==> src/rtl/reaction_sequencer.sv <==
`default_nettype none
// ============================================================================
//  Module   : reaction_sequencer
//  Purpose  : Reaction-time game sequencer. A start press arms a random
//             pre-GO delay (MIN_DELAY_MS + 10-bit LFSR value, in ms). The GO
//             light then comes on and the elapsed time is counted in ms until
//             stop is pressed (DONE), stop comes too early (FOUL) or the GO
//             phase runs past TIMEOUT_MS (TIMEOUT). The lowest result is kept
//             as the best time until reset.
//  Ports    : clk          - system clock, rising-edge active
//             rst_n        - synchronous active-low reset
//             start_btn    - one-cycle start pulse (pre-synchronized)
//             stop_btn     - one-cycle stop pulse (pre-synchronized)
//             state        - IDLE=0 WAIT=1 GO=2 DONE=3 FOUL=4 TIMEOUT=5
//             go_led       - lit only in GO
//             err_led      - lit only in FOUL or TIMEOUT
//             result_valid - one-cycle pulse on DONE entry
//             disp_value   - binary value for the display, <= 9999
//             best_time    - best reaction time in ms, 0 = no record
//  Revision : 1.0 - initial release
// ============================================================================
module reaction_sequencer #(
  parameter int CLKS_PER_MS  = 50000,
  parameter int MIN_DELAY_MS = 1000,
  parameter int TIMEOUT_MS   = 9999   // must not exceed 9999
) (
  input  logic        clk,
  input  logic        rst_n,
  input  logic        start_btn,
  input  logic        stop_btn,
  output logic [2:0]  state,
  output logic        go_led,
  output logic        err_led,
  output logic        result_valid,
  output logic [13:0] disp_value,
  output logic [13:0] best_time
);

  typedef enum logic [2:0] {
    S_IDLE    = 3'd0,
    S_WAIT    = 3'd1,
    S_GO      = 3'd2,
    S_DONE    = 3'd3,
    S_FOUL    = 3'd4,
    S_TIMEOUT = 3'd5
  } state_t;

  localparam int PRE_W = $clog2(CLKS_PER_MS + 1);
  localparam int DLY_W = $clog2(MIN_DELAY_MS + 1024);

  localparam logic [PRE_W-1:0] PRE_LAST    = PRE_W'(CLKS_PER_MS - 1);
  localparam logic [DLY_W-1:0] DLY_MIN     = DLY_W'(MIN_DELAY_MS);
  localparam logic [13:0]      TIMEOUT_VAL = 14'(TIMEOUT_MS);
  localparam logic [13:0]      DISP_MAX    = 14'd9999;

  state_t             state_q, state_d;
  logic [9:0]         lfsr_q, lfsr_d;
  logic [PRE_W-1:0]   pre_q, pre_d;
  logic [DLY_W-1:0]   delay_q, delay_d;
  logic [13:0]        elapsed_q, elapsed_d;
  logic [13:0]        result_q, result_d;
  logic [13:0]        best_q, best_d;
  logic [13:0]        disp_q, disp_d;
  logic               go_q, go_d;
  logic               err_q, err_d;
  logic               rv_q, rv_d;
  logic               tick;

  always_ff @(posedge clk) begin
    if (!rst_n) begin
      state_q   <= S_IDLE;
      lfsr_q    <= 10'h3FF;
      pre_q     <= '0;
      delay_q   <= '0;
      elapsed_q <= '0;
      result_q  <= '0;
      best_q    <= '0;
      disp_q    <= '0;
      go_q      <= 1'b0;
      err_q     <= 1'b0;
      rv_q      <= 1'b0;
    end else begin
      state_q   <= state_d;
      lfsr_q    <= lfsr_d;
      pre_q     <= pre_d;
      delay_q   <= delay_d;
      elapsed_q <= elapsed_d;
      result_q  <= result_d;
      best_q    <= best_d;
      disp_q    <= disp_d;
      go_q      <= go_d;
      err_q     <= err_d;
      rv_q      <= rv_d;
    end
  end

  always_comb begin
    // Fibonacci LFSR for x^10 + x^7 + 1, runs in every state.
    lfsr_d    = {lfsr_q[8:0], lfsr_q[9] ^ lfsr_q[6]};
    tick      = (pre_q == PRE_LAST);

    state_d   = state_q;
    delay_d   = delay_q;
    elapsed_d = elapsed_q;
    result_d  = result_q;
    best_d    = best_q;
    rv_d      = 1'b0;

    case (state_q)
      S_IDLE: begin
        if (start_btn) begin
          state_d = S_WAIT;
          delay_d = DLY_MIN + DLY_W'(lfsr_q);
        end
      end
      S_WAIT: begin
        // A stop press is a false start even if a tick lands on the same cycle.
        if (stop_btn) begin
          state_d = S_FOUL;
        end else if (tick) begin
          if (delay_q == '0) begin
            state_d   = S_GO;
            elapsed_d = '0;
          end else begin
            delay_d = delay_q - 1'b1;
          end
        end
      end
      S_GO: begin
        // Stop freezes the count as it stood; a coinciding tick is dropped.
        if (stop_btn) begin
          state_d  = S_DONE;
          result_d = elapsed_q;
          rv_d     = 1'b1;
          if ((best_q == '0) || (elapsed_q < best_q)) begin
            best_d = elapsed_q;
          end
        end else if (tick) begin
          elapsed_d = elapsed_q + 14'd1;
          if ((elapsed_q + 14'd1) == TIMEOUT_VAL) begin
            state_d = S_TIMEOUT;
          end
        end
      end
      S_DONE, S_FOUL, S_TIMEOUT: begin
        if (start_btn) begin
          state_d = S_WAIT;
          delay_d = DLY_MIN + DLY_W'(lfsr_q);
        end
      end
      default: begin
        state_d = S_IDLE;
      end
    endcase

    // Restarting the prescaler on every transition makes each phase start
    // with a full millisecond before its first tick.
    if ((state_d != state_q) || tick) begin
      pre_d = '0;
    end else begin
      pre_d = pre_q + 1'b1;
    end

    // Outputs are decoded from the next state and registered, so they line
    // up with the state register and never see the buttons combinationally.
    go_d  = (state_d == S_GO);
    err_d = (state_d == S_FOUL) || (state_d == S_TIMEOUT);
    case (state_d)
      S_IDLE:    disp_d = best_d;
      S_GO:      disp_d = elapsed_d;
      S_DONE:    disp_d = result_d;
      S_TIMEOUT: disp_d = DISP_MAX;
      default:   disp_d = '0;
    endcase
  end

  assign state        = state_q;
  assign go_led       = go_q;
  assign err_led      = err_q;
  assign result_valid = rv_q;
  assign disp_value   = disp_q;
  assign best_time    = best_q;

endmodule
`default_nettype wire

==> config.mk <==
export PLATFORM = sky130hd
export DESIGN_NAME = reaction_sequencer
export DESIGN_NICKNAME = d
export VERILOG_FILES = /design/src/rtl/reaction_sequencer.sv
export SDC_FILE = /design/constraint.sdc
export NUM_CORES = 1
export LEC_CHECK = 0
export ABC_AREA = 1
export BUFFER_PORTS_ARGS = -buffer_cell sky130_fd_sc_hd__buf_2
export CORE_MARGIN = 3
export CORE_UTILIZATION = 54
export DETAILED_ROUTE_END_ITERATION = 6
export PLACE_DENSITY = 0.77
export SYNTH_ARGS = -nofsm -noshare
export SYNTH_HDL_FRONTEND = slang
export SYNTH_SLANG_ARGS = --single-unit
==> constraint.sdc <==
create_clock -name clk -period 3 [get_ports clk]
set_input_delay 0.6 -clock clk [delete_from_list [all_inputs] [get_ports clk]]
set_output_delay 0.6 -clock clk [all_outputs]
set_load 0.005 [all_outputs]
==> results_dict.tcl, run 1 <==
set metrics [dict create \
    wl_mm 13.8 \
    globalRouteMet3Util 0.0355 \
    initial_core_util 0.569 \
    avgSynthCellArea_um2 6.89 \
    endpoint_kind "flop" \
    dpl.hpwl_mm 9.94 \
    cts_hold_buf 0 \
    final_hold_viol_count 0 \
    post-route-min-period_ns 2.71 \
    syn_nets 848 \
    cts_tree "built" \
    num_vias 5339 \
    ys.flop_type "dfxtp_1" \
    overflow 0 \
    slowest_delay_ns 0.45 \
    final_cells 995 \
    clk_pin_slew_ns 0.09 \
    dr.pass1.iters 5 \
    wl_per_cell_um 13.8 \
    nets 879 \
    clock-root-buffer "clkbuf_8" \
    p_leak_nw 2.68 \
    clk_path_buf_depth 2 \
    yosysUniqueCellTypes 44 \
    drive_above_1_share 0.146 \
    crit_path_start_kind "flop" \
    worst-path-max-fanout 16 \
    clock_sinks 99 \
    post_cts_buffers 0 \
    yosysTopAreaCell "dfxtp_1" \
    setup_violations 0 \
    antenna_found_initial 0 \
    fin_skew_ns 0.0111 \
    multi_input_area_mm2 0.00311 \
    synthTopCellsByArea "dfxtp_1 (35%), nand2_1 (11%), nor2_1 (8.2%)" \
    grtUsageMet1 0.314 \
    syn_area_mm2 0.00569 \
    synthCells 826 \
    critPathArrivalTime_ns 2.99 \
    worstSetupPathType "reg2reg" \
    grt_pass1_vias 4947 \
    globalplace.congestion 0.929 \
    cpMaxStageDelayCell "dfxtp_1" \
    grt_busiest_layer "met2" \
    hold_class "reg2reg" \
    cp_top_family "simple AND/OR/NAND/NOR gates" \
    cts_resized 0 \
    yosys-top-cells-count "nand2_1 (165), nor2_1 (124), inv_1 (115)" \
    crit_chain "ha_1 -> nand3_2 -> nor2_4 -> xor2_2 -> nand4_1 -> nor2_1 -> nand3_1 -> nand2_2 -> inv_2 -> a21oi_2 -> nand3_4 -> nor3_1" \
    yosys_warnings 0 \
    path_buf_inv 1 \
    synth-async-reset-ratio 0 \
    fillers 942 \
    dp.cells 978 \
    synth_top_area_frac 0.348 \
    p_per_area_mw_per_mm2 413 \
    outcome "complete, no violations" \
    drt_iter0_drc 402 \
    area_growth_pct 9.01 \
    antennaDiodeCount 0 \
    drv_slew 0 \
    drc 0 \
    max_freq_mhz 369 \
    ant_nets 0 \
    cts-buffers-inserted 9 \
    synth_edf_count 0 \
    place.port_buffers 37 \
    drv_cap 0 \
    ys_ff_latch 99 \
    cp_data_required_time_ns 3.28 \
    ys_seq_area_frac 0.348 \
    grt_util_met2 0.392 \
    synth_most_common_cell "nand2_1" \
    fin_tns_setup_ns 0 \
    ios 38 \
    fp.dieH_um 109 \
    core_area_mm2 0.0100 \
    grt_pass1_wl_mm 22.7 \
    grt_max_degree 44 \
    avgViaCountPerCell 5.37 \
    dieArea_mm2 0.0118 \
    worst_pin_slew_ns 0.684 \
    fp.dieW_um 109 \
    relSlewSlack 0.541 \
    htree_levels 3 \
    rsz0062_at_grt "no" \
    ir_drop_uv 191 \
    period_share 0.903 \
    rows 36 \
    regArea_mm2 0.00198 \
    grt_usage 0.241 \
    clock_latency_ns 0.37 \
]
[kinds of logic after synthesis]
kind of cell    Yosys count  share of synthesized area
xor+xnor                 20                     0.0321
compound gates          114                      0.113
simple gates            423                      0.356
buf+inv                 152                      0.111
fa+ha+maj                18                     0.0396
flops                    99                      0.348
[through the flow]
stage / power, mW / area, um2 / worst slack (ns) / hold WS (ns) / util
final: 2.56 / 6210 / 0.292 / 0.445 / 0.621
after global routing: 2.69 / 6210 / 0.00742 / 0.467 / 0.621
after floorplan: 1.68 / 5690 / 0.726 / 0.389 / -
after detailed placement: 1.74 / 5980 / 0.196 / 0.415 / 0.598
after CTS: 2.56 / 6170 / 0.181 / 0.444 / 0.617
after global placement: 1.73 / 5980 / 0.298 / 0.415 / 0.598
[state kept, by name (all words and copies together) (netlist names)]
signal	cells
pre_q	16
best_time	14
disp_value	14
elapsed_q	14
result_q	14
delay_q	11
lfsr_q	10
state	3
err_led	1
go_led	1
result_valid	1
[layer usage]
| metal | routed length, um | vias up |
|---|---|---|
| met1 | 6120 | 2425 |
| li1 | - | 2710 |
| met4 | 321 | 0 |
| met2 | 6490 | 175 |
| met3 | 826 | 29 |
| met5 | 0 | - |
[cell type report]
type                    instances  area share
clock buffers                  15      0.0300
clock inverters                 1    0.000806
inverters                     123      0.0744
multi-input cells             576       0.501
flip-flops and latches         99       0.319
well taps                     133      0.0268
repair buffers                 48      0.0472
[placed cells by master, fill, tap and decap left out, types with 8 or more instances in the layout]
master and count:
buf_4 9, o21ai_1 8, ha_1 18, nor3_2 12, clkbuf_8 13, nand4_1 22, nand2_2 8, a21oi_1 18
nor2_1 123, nor3_1 14, nand3_2 13, inv_1 115, xor2_1 15, nand3_1 37, o21a_1 8, nand2_1 165
inv_2 8, o21ai_0 57, dfxtp_1 99, buf_2 37
[where the power goes]
part	leakage, nW	total [mW]	switching, mW	internal (mW)
registers	0.802	1.38	0.0298	1.35
clock network	0.0997	0.831	0.438	0.393
logic	1.78	0.351	0.246	0.106
total	2.68	2.56	0.714	1.85
[worst min-delay path: cells and delay by family, from the launching register on]
| family | cells | cell delay [ns] |
|---|---|---|
| buffers and inverters | 1 | 0.05 |
| flip-flops | 1 | 0.32 |
| AND/OR/NAND/NOR | 1 | 0.05 |
[path summary, 6_finish.rpt]
check | slack [ns] | startpoint | cells past startpoint | to
max | 0.29 | elapsed_q[0]$_SDFF_PN0_ | 12 | pre_q[2]$_SDFF_PP0_
min | 0.44 | lfsr_q[2]$_SDFF_PN1_ | 2 | lfsr_q[3]$_SDFF_PN1_
max reg2reg | 0.29 | elapsed_q[0]$_SDFF_PN0_ | 12 | pre_q[2]$_SDFF_PP0_
min reg2reg | 0.44 | lfsr_q[2]$_SDFF_PN1_ | 2 | lfsr_q[3]$_SDFF_PN1_
(Power assumes the default switching activity.)
==> run 2: changes to the inputs <==
- clock period: 3 -> 2.6 ns (I/O delays scaled with it)
==> run 2 against run 1 <==
Global-route usage increased by 0.77 points; setup slack lost 0.16 ns; worst hold slack worse by 0.021 ns; sequential power is 16% higher; first-iteration DRC count increased by 34%.
==> results_dict.tcl, run 2 (synthesis gave the netlist of run 1 again) <==
set metrics [dict create \
    regToRegSetupSlack_ns 0.13 \
    wl_per_cell_um 14.1 \
    dieArea_mm2 0.0118 \
    fin_area_mm2 0.00650 \
    rsz0062_at_grt "yes" \
    slowest_delay_ns 0.35 \
    cpMaxStageDelayCell "dfxtp_2" \
    largest_reg_flops 16 \
    dr.pass1.iters 7 \
    antennaDiodeCount 0 \
    relSlewSlack 0.637 \
    ir_drop_uv 343 \
    hold_class "reg2reg" \
    final_hold_viol_count 0 \
    cp_data_required_time_ns 2.90 \
    htree_levels 3 \
    drv_cap 0 \
    worst_pin_slew_ns 0.539 \
    top_register "pre_q" \
    wl_mm 14.3 \
    placed_area_mm2 0.00610 \
    grt_pass1_wl_mm 23.5 \
    dpl.hpwl_mm 10.5 \
    nets 900 \
    period_share 0.951 \
    internal_power_mw 2.32 \
    clock_latency_ns 0.37 \
    grt_max_degree 43 \
    layout_common_cells "nand2_1 (163), nor2_1 (120), inv_1 (113), dfxtp_1 (94), o21ai_0 (57)" \
    grt_pass1_vias 4977 \
    fp.dieH_um 109 \
    outcome "complete, no violations" \
    regArea_mm2 0.00199 \
    post-route-min-period_ns 2.47 \
    drt_iter0_drc 537 \
    ant_nets 0 \
    dp.cells 989 \
    drv_slew 0 \
    cts_tree "built" \
    grt_usage 0.248 \
    p_leak_nw 2.81 \
    share_comb_of_total_power 0.160 \
    multi_input_area_mm2 0.00315 \
    clk_path_buf_depth 2 \
    endpoint_kind "flop" \
    ios 38 \
    final_util 0.650 \
    fillers 914 \
    critPathArrivalTime_ns 2.77 \
    num_vias 5456 \
    antenna_found_initial 0 \
    crit_path_start_kind "flop" \
    initial_core_util 0.569 \
    area_growth_pct 14.2 \
    avgViaCountPerCell 5.37 \
    place.port_buffers 37 \
    drive_above_1_share 0.188 \
    p_per_area_mw_per_mm2 495 \
    clk_pin_slew_ns 0.10 \
    final_cells 1016 \
    fin_tns_setup_ns 0 \
    setup_violations 0 \
    rows 36 \
    cts-buffers-inserted 9 \
    core_area_mm2 0.0100 \
    globalplace.congestion 0.902 \
    p_seq_frac 0.496 \
    crit_chain "inv_2 -> ha_4 -> nand4_1 -> nor3_2 -> nand4_1 -> o21ai_2 -> nand3_4 -> buf_4 -> nor2_4 -> buf_4 -> nand3_2 -> nand2_1 -> nor2_1 -> nor2_1" \
    p_clk_frac 0.344 \
    drc 0 \
    fin_skew_ns 0.0136 \
    clock-root-buffer "clkbuf_8" \
    fp.dieW_um 109 \
    clock_sinks 99 \
    worst-path-max-fanout 5 \
    overflow 0 \
    final_common_cell "nand2_1" \
    worstSetupPathType "reg2reg" \
    max_freq_mhz 404 \
    cts_hold_buf 0 \
    finalPower_mw 3.22 \
    power.switching_uw 905 \
    power_switching_share 0.281 \
]
==> run 2: final timing paths <==
check / startpoint / end / depth (start not counted)
max: delay_q[0]$_SDFFE_PN0P_ / disp_value[6]$_SDFF_PN0_ / 14
min: lfsr_q[2]$_SDFF_PN1_ / lfsr_q[3]$_SDFF_PN1_ / 2
max reg2reg: delay_q[0]$_SDFFE_PN0P_ / disp_value[6]$_SDFF_PN0_ / 14
min reg2reg: lfsr_q[2]$_SDFF_PN1_ / lfsr_q[3]$_SDFF_PN1_ / 2
==> run 2: final cells by class <==
type / count / share of cell area
Sequential cell: 99 / 0.306
Timing Repair Buffer: 69 / 0.0789
Clock buffer: 9 / 0.0191
Multi-Input combinational cell: 576 / 0.485
Inverter: 123 / 0.0710
Clock inverter: 7 / 0.0148
Tap cell: 133 / 0.0256
==> run 2: critical path, delay by kind of cell (launching register included) <==
kind | cells | cell delay, ns
fa+ha+maj | 1 | 0.14
compound gates | 1 | 0.28
simple gates | 9 | 1.22
buf+inv | 3 | 0.40
flops | 1 | 0.35
==> run 2: repair_timing <==
action | CTS | global route
buffers inserted | 0 | 9
resized for setup | 0 | 24
setup endpoints to repair | 0 | 31
==> run 2: per-stage QoR <==
stage	worst slack [ns]	hold slack (ns)
floorplan	0.326	0.389
global placement	0.149	0.407
detailed placement	0.0761	0.410
CTS	0.0384	0.429
global route	-0.0806	0.465
finish	0.128	0.423
==> run 2: per-layer routing <==
| layer | global-route usage | vias to the layer above | wire length (um) |
|---|---|---|---|
| li1 | - | 2754 | - |
| met2 | 0.400 | 183 | 6700 |
| met3 | 0.0373 | 32 | 909 |
| met4 | 0.0902 | 0 | 321 |
| met1 | 0.339 | 2487 | 6400 |
| met5 | 0 | - | 0 |
==> run 2: power groups by stage <==
| stage | registers [mW] | logic (mW) | clock network, mW |
|---|---|---|---|
| floorplan | 1.62 | 0.319 | 0 |
| CTS | 1.60 | 0.431 | 1.13 |
| global placement | 1.63 | 0.412 | 0 |
| finish | 1.60 | 0.515 | 1.11 |
| detailed placement | 1.63 | 0.429 | 0 |
| global route | 1.60 | 0.566 | 1.19 |
